File: src/rtl/spi_pkg.sv
// Shared definitions for the SPI transmit path: frame width, receiver
// synchroniser limit and the transmit FSM state encoding.
package spi_pkg;

  localparam int SPI_DATA_W   = 16;
  localparam int SPI_SYNC_MIN = 3;

  typedef enum logic [2:0] {
    IDLE,
    SETUP,
    SHIFT,
    HOLD,
    GAP
  } spi_tx_state_t;

  function automatic int max4(input int a, input int b, input int c, input int d);
    int m;
    m = a;
    if (b > m) m = b;
    if (c > m) m = c;
    if (d > m) m = d;
    return m;
  endfunction

endpackage

File: src/rtl/spi_master_tx_if.sv
// Request handshake plus the three-wire SPI link of the transmit master.
interface spi_master_tx_if
  import spi_pkg::*;
#(
  parameter int DATA_W = SPI_DATA_W
) ();

  logic              tx_start;
  logic [DATA_W-1:0] tx_data;
  logic              tx_busy;
  logic              tx_done;
  logic              spi_cs;
  logic              spi_sck;
  logic              spi_si;

  modport master (
    output tx_start, tx_data,
    input  tx_busy, tx_done, spi_cs, spi_sck, spi_si
  );

  modport slave (
    input  tx_start, tx_data,
    output tx_busy, tx_done, spi_cs, spi_sck, spi_si
  );

endinterface

File: src/rtl/spi_sck_div.sv
// Half-period divider for sck: strobes rise_tick/fall_tick every CLK_DIV
// cycles, alternating, starting from the low phase whenever en goes high.
module spi_sck_div #(
  parameter int CLK_DIV = 4
) (
  input  logic clk,
  input  logic rst_n,
  input  logic en,
  output logic rise_tick,
  output logic fall_tick
);

  localparam int CNT_W = (CLK_DIV > 1) ? $clog2(CLK_DIV) : 1;

  logic [CNT_W-1:0] cnt_q, cnt_d;
  logic             high_q, high_d;
  logic             last;

  always_comb begin
    last      = (cnt_q == CNT_W'(CLK_DIV - 1));
    rise_tick = en && last && !high_q;
    fall_tick = en && last && high_q;
    cnt_d     = (!en || last) ? '0 : cnt_q + 1'b1;
    high_d    = !en ? 1'b0 : (last ? ~high_q : high_q);
  end

  // NOTE: sequential state uses non-blocking assignments so every flop
  // samples pre-edge values regardless of process evaluation order.
  always_ff @(posedge clk or negedge rst_n) begin
    if (!rst_n) begin
      cnt_q  <= '0;
      high_q <= 1'b0;
    end else begin
      cnt_q  <= cnt_d;
      high_q <= high_d;
    end
  end

endmodule

File: src/rtl/spi_master_tx.sv
// Transmit-only SPI master, mode 0, MSB first. spi_si is the MSB of the shift
// register, so zeros shifted in leave the line low once the frame ends.
module spi_master_tx
  import spi_pkg::*;
#(
  parameter int DATA_W   = SPI_DATA_W,
  parameter int CLK_DIV  = 4,
  parameter int CS_SETUP = 4,
  parameter int CS_HOLD  = 4,
  parameter int CS_GAP   = 4
) (
  input logic            clk,
  input logic            rst_n,
  spi_master_tx_if.slave bus
);

  localparam int PHASE_MAX = max4(CLK_DIV, CS_SETUP, CS_HOLD, CS_GAP);
  localparam int PHASE_W   = $clog2(PHASE_MAX);

  if (DATA_W != SPI_DATA_W) begin : g_bad_width
    $error("spi_master_tx: DATA_W must equal SPI_DATA_W");
  end
  if (CLK_DIV < SPI_SYNC_MIN) begin : g_bad_div
    $error("spi_master_tx: CLK_DIV below receiver synchroniser minimum");
  end
  if (CS_SETUP < CLK_DIV) begin : g_bad_setup
    $error("spi_master_tx: CS_SETUP must be at least CLK_DIV");
  end
  if (CS_HOLD < 1) begin : g_bad_hold
    $error("spi_master_tx: CS_HOLD must be at least 1");
  end
  if (CS_GAP < SPI_SYNC_MIN) begin : g_bad_gap
    $error("spi_master_tx: CS_GAP below receiver synchroniser minimum");
  end

  spi_tx_state_t      state_q, state_d;
  logic [PHASE_W-1:0] phase_q, phase_d;
  logic [3:0]         bit_cnt_q, bit_cnt_d;
  logic [DATA_W-1:0]  shreg_q, shreg_d;
  logic               cs_q, cs_d;
  logic               sck_q, sck_d;
  logic               busy_q, busy_d;
  logic               done_q, done_d;

  logic rise_tick, fall_tick;
  logic setup_end, hold_end, gap_end, last_bit;

  spi_sck_div #(
    .CLK_DIV(CLK_DIV)
  ) u_sck_div (
    .clk      (clk),
    .rst_n    (rst_n),
    .en       (state_q == SHIFT),
    .rise_tick(rise_tick),
    .fall_tick(fall_tick)
  );

  assign setup_end = (phase_q == PHASE_W'(CS_SETUP - 1));
  assign hold_end  = (phase_q == PHASE_W'(CS_HOLD - 1));
  assign gap_end   = (phase_q == PHASE_W'(CS_GAP - 1));
  assign last_bit  = (bit_cnt_q == 4'd0);

  always_ff @(posedge clk or negedge rst_n) begin
    if (!rst_n) begin
      state_q   <= IDLE;
      phase_q   <= '0;
      bit_cnt_q <= '0;
      shreg_q   <= '0;
      cs_q      <= 1'b1;
      sck_q     <= 1'b0;
      busy_q    <= 1'b0;
      done_q    <= 1'b0;
    end else begin
      state_q   <= state_d;
      phase_q   <= phase_d;
      bit_cnt_q <= bit_cnt_d;
      shreg_q   <= shreg_d;
      cs_q      <= cs_d;
      sck_q     <= sck_d;
      busy_q    <= busy_d;
      done_q    <= done_d;
    end
  end

  // NOTE: every comb output gets a default before the case so no path
  // leaves it unassigned, which would otherwise infer a latch.
  always_comb begin
    state_d = state_q;
    unique case (state_q)
      IDLE:    if (bus.tx_start)           state_d = SETUP;
      SETUP:   if (setup_end)              state_d = SHIFT;
      SHIFT:   if (fall_tick && last_bit)  state_d = HOLD;
      HOLD:    if (hold_end)               state_d = GAP;
      GAP:     if (gap_end)                state_d = IDLE;
      default:                             state_d = IDLE;
    endcase
  end

  always_comb begin
    bit_cnt_d = bit_cnt_q;
    shreg_d   = shreg_q;
    cs_d      = cs_q;
    sck_d     = sck_q;
    busy_d    = busy_q;
    done_d    = 1'b0;

    // Phase counter only runs in the timed chip-select states.
    if (state_d != state_q || state_q == IDLE || state_q == SHIFT) begin
      phase_d = '0;
    end else begin
      phase_d = phase_q + 1'b1;
    end

    unique case (state_q)
      IDLE: begin
        if (bus.tx_start) begin
          shreg_d = bus.tx_data;
          cs_d    = 1'b0;
          busy_d  = 1'b1;
        end
      end
      SETUP: begin
        if (setup_end) bit_cnt_d = 4'(DATA_W - 1);
      end
      SHIFT: begin
        if (rise_tick) sck_d = 1'b1;
        if (fall_tick) begin
          sck_d   = 1'b0;
          shreg_d = {shreg_q[DATA_W-2:0], 1'b0};
          if (!last_bit) bit_cnt_d = bit_cnt_q - 4'd1;
        end
      end
      HOLD: begin
        if (hold_end) cs_d = 1'b1;
      end
      GAP: begin
        if (gap_end) begin
          done_d = 1'b1;
          busy_d = 1'b0;
        end
      end
      default: ;
    endcase
  end

  assign bus.tx_busy = busy_q;
  assign bus.tx_done = done_q;
  assign bus.spi_cs  = cs_q;
  assign bus.spi_sck = sck_q;
  assign bus.spi_si  = shreg_q[DATA_W-1];

endmodule
File: src/flat_wrapper.sv
// flat-port wrapper written by rule: the top's interface ports become plain ports
module spi_master_tx_flat import spi_pkg::*;
#(
  parameter int DATA_W   = SPI_DATA_W,
  parameter int CLK_DIV  = 4,
  parameter int CS_SETUP = 4,
  parameter int CS_HOLD  = 4,
  parameter int CS_GAP   = 4
)
  (clk, rst_n, bus_tx_start, bus_tx_data, bus_tx_busy, bus_tx_done, bus_spi_cs, bus_spi_sck, bus_spi_si);
  spi_master_tx_if #(.DATA_W(DATA_W)) bus_i ();
  input logic clk;
  input logic rst_n;
  input wire logic [$bits(bus_i.tx_start)-1:0] bus_tx_start;
  input wire logic [$bits(bus_i.tx_data)-1:0] bus_tx_data;
  output wire logic [$bits(bus_i.tx_busy)-1:0] bus_tx_busy;
  output wire logic [$bits(bus_i.tx_done)-1:0] bus_tx_done;
  output wire logic [$bits(bus_i.spi_cs)-1:0] bus_spi_cs;
  output wire logic [$bits(bus_i.spi_sck)-1:0] bus_spi_sck;
  output wire logic [$bits(bus_i.spi_si)-1:0] bus_spi_si;
  assign bus_i.tx_start = bus_tx_start;
  assign bus_i.tx_data = bus_tx_data;
  assign bus_tx_busy = bus_i.tx_busy;
  assign bus_tx_done = bus_i.tx_done;
  assign bus_spi_cs = bus_i.spi_cs;
  assign bus_spi_sck = bus_i.spi_sck;
  assign bus_spi_si = bus_i.spi_si;
  spi_master_tx #(.DATA_W(DATA_W), .CLK_DIV(CLK_DIV), .CS_SETUP(CS_SETUP), .CS_HOLD(CS_HOLD), .CS_GAP(CS_GAP)) u_core (.clk(clk), .rst_n(rst_n), .bus(bus_i));
endmodule
File: config.mk
export PLATFORM = sky130hd
export DESIGN_NAME = spi_master_tx_flat
export DESIGN_NICKNAME = d
export VERILOG_FILES = /design/src/rtl/spi_pkg.sv /design/src/rtl/spi_master_tx_if.sv /design/src/rtl/spi_sck_div.sv /design/src/rtl/spi_master_tx.sv /design/src/flat_wrapper.sv
export SDC_FILE = /design/constraint.sdc
export NUM_CORES = 1
export LEC_CHECK = 0
export CORE_MARGIN = 2
export CORE_UTILIZATION = 48
export DETAILED_ROUTE_END_ITERATION = 10
export GPL_ROUTABILITY_DRIVEN = 0
export HOLD_SLACK_MARGIN = 0.06
export PLACE_DENSITY = 0.74
export SYNTH_ARGS = -nofsm -noshare
export SYNTH_HDL_FRONTEND = slang
export SYNTH_SLANG_ARGS = --single-unit
File: constraint.sdc
create_clock -name clk -period 2.1 [get_ports clk]
set_clock_uncertainty 0.15 [all_clocks]
set_input_delay 0.42 -clock clk [delete_from_list [all_inputs] [get_ports clk]]
set_output_delay 0.42 -clock clk [all_outputs]
set_load 0.005 [all_outputs]
==> results of run 1 <==
## through the flow
step	total power, mW	setup WS (ns)
detailed placement	2.089	-0.008821
finish	2.535	0.1506
global route	2.725	0.09764
floorplan	1.866	0.1421
CTS	2.570	0.1322
global placement	2.028	0.02153
## synthesized netlist by cell type (all sizes together)
master and instances:
dfrtp 31, mux2 30, nor2 8, inv 7, buf 6, ha 4
nand2 4, a211oi 3, mux2i 3, nor3 3, o21ai 3, clkbuf 2
nand2b 2, nand3 2, nor3b 2, nor4 2, or3 2, xnor2 2
a221o 1, and3 1, and3b 1, dfstp 1, nor2b 1, nor4bb 1
o21bai 1, o2bb2ai 1, o31a 1, o31ai 1, o32ai 1, or2b 1
or3b 1
## kinds of logic (layout without fill, tap and decap cells)
| kind of cell | Yosys count | in the layout | synth area share |
|---|---|---|---|
| flip-flops | 32 | 32 | 0.4731 |
| buffers and inverters | 15 | 47 | 0.06125 |
| XOR/XNOR | 2 | 2 | 0.01033 |
| AND/OR/NAND/NOR | 31 | 31 | 0.1004 |
| multiplexers | 33 | 33 | 0.2657 |
| adder cells (fa/ha/maj) | 4 | 4 | 0.02952 |
| AO/OA/AOI/OAI | 12 | 12 | 0.05978 |
## cell usage in the layout (no fill, tap or decap), drive strengths merged
master / count
clkinv: 1
o21bai: 1
nand3: 2
a211oi: 3
nor3b: 2
dfstp: 1
ha: 4
inv: 7
nor2: 8
clkbuf: 5
nor4bb: 1
mux2i: 3
dfrtp: 31
nor4: 2
clkdlybuf4s50: 23
xnor2: 2
o32ai: 1
nand2: 4
a221o: 1
bufinv: 1
or3: 2
buf: 9
and3: 1
mux2: 30
o2bb2ai: 1
nor3: 3
or2b: 1
and3b: 1
o21ai: 3
or3b: 1
clkinvlp: 1
nand2b: 2
o31ai: 1
o31a: 1
nor2b: 1
## final cells by class
type | instances | area [um2]
clock buffer | 5 | 37.54
inverter | 7 | 26.28
tap | 46 | 57.56
sequential | 32 | 802.0
multi-input combinational | 82 | 789.5
fill | 292 | 1297
timing repair buffer | 32 | 310.3
clock inverter | 3 | 42.54
## sequential cells by signal (all words and copies together) (netlist names)
name	count
u_core.bit_cnt_q	4
u_core.bus.spi_cs	1
u_core.bus.spi_sck	1
u_core.bus.tx_busy	1
u_core.bus.tx_done	1
u_core.phase_q	2
u_core.shreg_q	16
u_core.state_q	3
u_core.u_sck_div.cnt_q	2
u_core.u_sck_div.high_q	1
## report_power, final
group	total (mW)	leakage, nW	internal (mW)	switching, mW
sequential	1.04	0.381	0.882	0.153
combinational	1.04	0.512	0.644	0.391
clock	0.464	0.0412	0.248	0.216
total	2.53	0.934	1.77	0.761
## per-layer routing
metal,up-vias,global-route usage
met5,-,0
met4,0,0.08152
met3,6,0.04107
met2,19,0.2697
met1,515,0.2173
li1,514,-
## path summary, 6_finish.rpt
check	cells past startpoint	from	slack (ns)	to
worst max-delay path	1	u_core.bus.spi_cs	0.15	bus_spi_cs
worst min-delay path	1	u_core.phase_q[0]	0.29	u_core.phase_q[0]
worst max register to register	4	u_core.state_q[0]	0.24	u_core.shreg_q[2]
worst min register to register	1	u_core.phase_q[0]	0.29	u_core.phase_q[0]
max in group asynchronous	2	rst_n	1.16	u_core.bus.spi_cs
min in group asynchronous	2	rst_n	0.33	u_core.bit_cnt_q[3]
==> out/summary.txt, run 1 <==
Max_cap viols - 0
Post-Route Utilization - 0.6142
Vias - 1054
Share of layout cells above drive strength 1 - 0.3043
Final cell count without fillers - 207
Antenna Cells - 0
Total clock buffers created by CTS - 5
RSZ-0062 raised after global routing - false
CTS resizes - 0
Power Dens Cells - 1227 nW/um2
Initial Utilization - 0.5041
Status - complete, no violations
Slew Viols, Final - 0
Largest net degree at the start of global routing - 33
Period utilization - 0.9283
Startpoint class of the critical path - flop
Final setup fails - 0
Largest delay share family, worst path - flip-flops
Highest layer used for signal routing - met4
Sink Count - 32
Synth Instances - 129
Post-CTS setup buffer count - 0
Core footprint - 3363 um2
Area Overhead vs Synth - 21.84%
DRT Wirelength - 2921 um
Critical Path Max Stage Delay - 0.55 ns
P_leak - 0.9339 nW
Detail Placement HPWL - 2079 um
Yosys top cell by area - dfrtp_1
DP Area - 1986 um2
Met3 WL - 110 um
Gr ovfl total - 0
Post-Place Cells - 199
CP Data Required Time - 1.53 ns
Met2 wire length - 1466 um
Die span in x - 63.43 um
Worst hold path type - reg -> reg
Maximum VDD drop - 0.0005534 V
Number of global-route vias before repair - 1142
Max Fanout on Critical Path - 3
Cell breakdown of the critical path - clkdlybuf4s50_1
Syn Area/Cell - 13.14 um2
Crit path DAT - 1.38 ns
CP endpoint kind - output port
First-pass iteration count of the detailed router - 5
Hold_buf cts - 0
Sequential fraction of the synthesis area - 0.4731
Iteration-0 DRC Markers - 29
CP max-delay cell - dfstp_2
Gr usage total - 0.1697
DIE AREA - 4023 um2
Htree depth - 2
Routed met1 length - 1300 um
Initial antenna violation count - 0
CTS tree - yes
Final Hold Fails - 0
Num rows - 21
Root buffer cell - clkbuf_4
WHS - 0.2944 ns
Synth area leaders - dfrtp_1, mux2_4, mux2_2, ha_1, buf_6
DRC errors left - 0
IO buf count - 23
Yosys top cell area share - 0.4576
Clk buf depth - 2
Final nets - 183
First-pass GRT wire length - 5299 um
Final TNS setup - 0 ns
Syn Nets - 152
Finished Cell Area - 2066 um2
Worst path bufs/invs - 1
Fmax achieved - 513.0 MHz
Kind of critical path - reg -> out
WL/cell - 14.11 um
FF+latch count, synth - 32
Post-route ant nets - 0
Slew margin rel. - 0.6407
Period minus WS final - 1.949 ns
Clk_lat worst skew - 0.33 ns
Library cells used by synthesis - 36
Die Ht - 63.43 um
Via density - 5.092
CTS clk-pin slew, worst paths - 0.10 ns
Synth Warn # - 0
Syn Std Cell Area - 1695 um2
I/O Pins - 24
Worst-Margin Slew - 0.5378 ns
Power figures use the tool's default switching activity.
==> inputs of run 2 (changes only) <==
--- a/config.mk
+++ b/config.mk
@@ -5,6 +5,8 @@
 export SDC_FILE = /design/constraint.sdc
 export NUM_CORES = 1
 export LEC_CHECK = 0
+export ABC_AREA = 0
+export CAP_MARGIN = 10
 export CORE_MARGIN = 2
 export CORE_UTILIZATION = 48
 export DETAILED_ROUTE_END_ITERATION = 10
==> results of run 2 <==
The final DEF is identical to that of run 1; final timing and power are the same.
==> inputs of run 3 (changes only) <==
--- a/config.mk
+++ b/config.mk
@@ -6,13 +6,12 @@
 export NUM_CORES = 1
 export LEC_CHECK = 0
 export ABC_AREA = 0
-export CAP_MARGIN = 10
 export CORE_MARGIN = 2
 export CORE_UTILIZATION = 48
 export DETAILED_ROUTE_END_ITERATION = 10
 export GPL_ROUTABILITY_DRIVEN = 0
 export HOLD_SLACK_MARGIN = 0.06
-export PLACE_DENSITY = 0.74
+export PLACE_DENSITY = 0.82
 export SYNTH_ARGS = -nofsm -noshare
 export SYNTH_HDL_FRONTEND = slang
 export SYNTH_SLANG_ARGS = --single-unit
==> out/summary.txt, run 3 (same netlist as run 1, synthesis figures left out) <==
Post-CTS setup buffer count - 0
Largest Register - u_core.shreg_q
Fmax achieved - 513.9 MHz
Max Fanout on Critical Path - 3
Design Power - 2.547 mW
Num rows - 21
Initial Utilization - 0.5041
Kind of critical path - reg -> out
WHS Path Cells - 1
DP Area - 1986 um2
Slew Viols, Final - 0
CP endpoint kind - output port
HP Start - u_core.phase_q[0]
DRC errors left - 0
Area Overhead vs Synth - 21.62%
Crit path DAT - 1.38 ns
IO buf count - 23
Slew margin rel. - 0.6260
Via density - 5.213
Final setup fails - 0
Share of layout cells above drive strength 1 - 0.2981
Commonest non-fill, non-tap cell in the layout - dfrtp_1
CTS tree - yes
Gr usage total - 0.1707
Final cell count without fillers - 207
RSZ-0062 raised after global routing - false
Vias - 1079
Maximum VDD drop - 0.0005442 V
Post-route ant nets - 0
Largest regs - u_core.shreg_q: 16 flops, u_core.bit_cnt_q: 4 flops, u_core.state_q: 3 flops
Startpoint class of the critical path - flop
Final nets - 183
Htree depth - 2
Internal power - 1.773 mW
Cell breakdown of the critical path - clkdlybuf4s50_1
Critical Path Max Stage Delay - 0.55 ns
Period minus WS final - 1.946 ns
Root buffer cell - clkbuf_4
Iteration-0 DRC Markers - 24
Worst-Margin Slew - 0.5598 ns
Detail Placement HPWL - 2186 um
Gr ovfl total - 0
I/O Pins - 24
Final TNS setup - 0 ns
Worst path bufs/invs - 1
Worst hold path type - reg -> reg
DIE AREA - 4023 um2
Sink Count - 32
R2R depth - 4
Number of global-route vias before repair - 1141
First-pass GRT wire length - 5244 um
Switch share - 0.3037
Reg power frac - 0.408
Power Dens Cells - 1235 nW/um2
Largest net degree at the start of global routing - 33
Die span in x - 63.43 um
Hold_buf cts - 0
CP max-delay cell - dfstp_2
Max FFs per register - 16
Period utilization - 0.9266
CTS clk-pin slew, worst paths - 0.10 ns
Commonest non-fill, non-tap cells in the layout - dfrtp_1, clkdlybuf4s50_1, mux2_4
CP Data Required Time - 1.53 ns
Pre-CTS setup slack - -0.01630 ns
Die Ht - 63.43 um
Max_cap viols - 0
WL/cell - 14.86 um
Critical path launch point - u_core.bus.spi_cs
Finished Cell Area - 2062 um2
First-pass iteration count of the detailed router - 4
Reg-to-reg endpoint - u_core.bit_cnt_q[3]
Total clock buffers created by CTS - 5
Clk_lat worst skew - 0.34 ns
P_leak - 0.9350 nW
Status - complete, no violations
DRT Wirelength - 3077 um
Final Hold Fails - 0
Worst Hold End - u_core.phase_q[0]
Initial antenna violation count - 0
Post-Place Cells - 199
PnR worst setup slack - 0.1541 ns
Stages on the worst setup path - 1
Core footprint - 3363 um2
Largest delay share family, worst path - flip-flops
R2R setup slack - 0.18 ns
CTS resizes - 0
Clk buf depth - 2
Antenna Cells - 0
Switch Pwr - 0.7735 mW
Clock network fraction of total power - 0.183
Combinational Power Share - 0.410
Critical R2R Launch - u_core.state_q[0]
-- run 3: power by group through the flow --
stage / clock network [mW] / registers, mW / logic (mW)
after floorplan: 0 / 1.00 / 0.866
after global placement: 0 / 1.03 / 0.990
after detailed placement: 0 / 1.05 / 1.05
after CTS: 0.472 / 1.04 / 1.05
after global routing: 0.502 / 1.07 / 1.14
final: 0.466 / 1.04 / 1.04
-- run 3: worst max-delay path by stage --
stage / end
floorplan: u_core.shreg_q[10]
global placement: u_core.shreg_q[5]
detailed placement: u_core.shreg_q[4]
CTS: bus_spi_cs
global route: u_core.bit_cnt_q[3]
finish: bus_spi_cs
-- run 3: final cells by class --
cell class / instances / area [um2]
clock inverter: 2 / 35.03
inverter: 7 / 26.28
tap: 46 / 57.56
fill: 285 / 1301
sequential: 32 / 802.0
multi-input combinational: 82 / 789.5
clock buffer: 6 / 41.29
timing repair buffer: 32 / 310.3
-- run 3: routing by layer --
metal | up-vias | GRT usage | wire [um]
li1 | 519 | - | -
met1 | 526 | 0.2179 | 1370
met2 | 26 | 0.2579 | 1489
met3 | 8 | 0.05357 | 137
met4 | 0 | 0.09239 | 79
met5 | - | 0 | 0
-- run 3: through the flow --
step / util / hold WS (ns)
after floorplan: - / -0.02559
final: 0.6131 / 0.2916
after CTS: 0.6131 / 0.2951
after global placement: 0.5904 / 0.2718
after global routing: 0.6131 / 0.3089
after detailed placement: 0.5904 / 0.2856
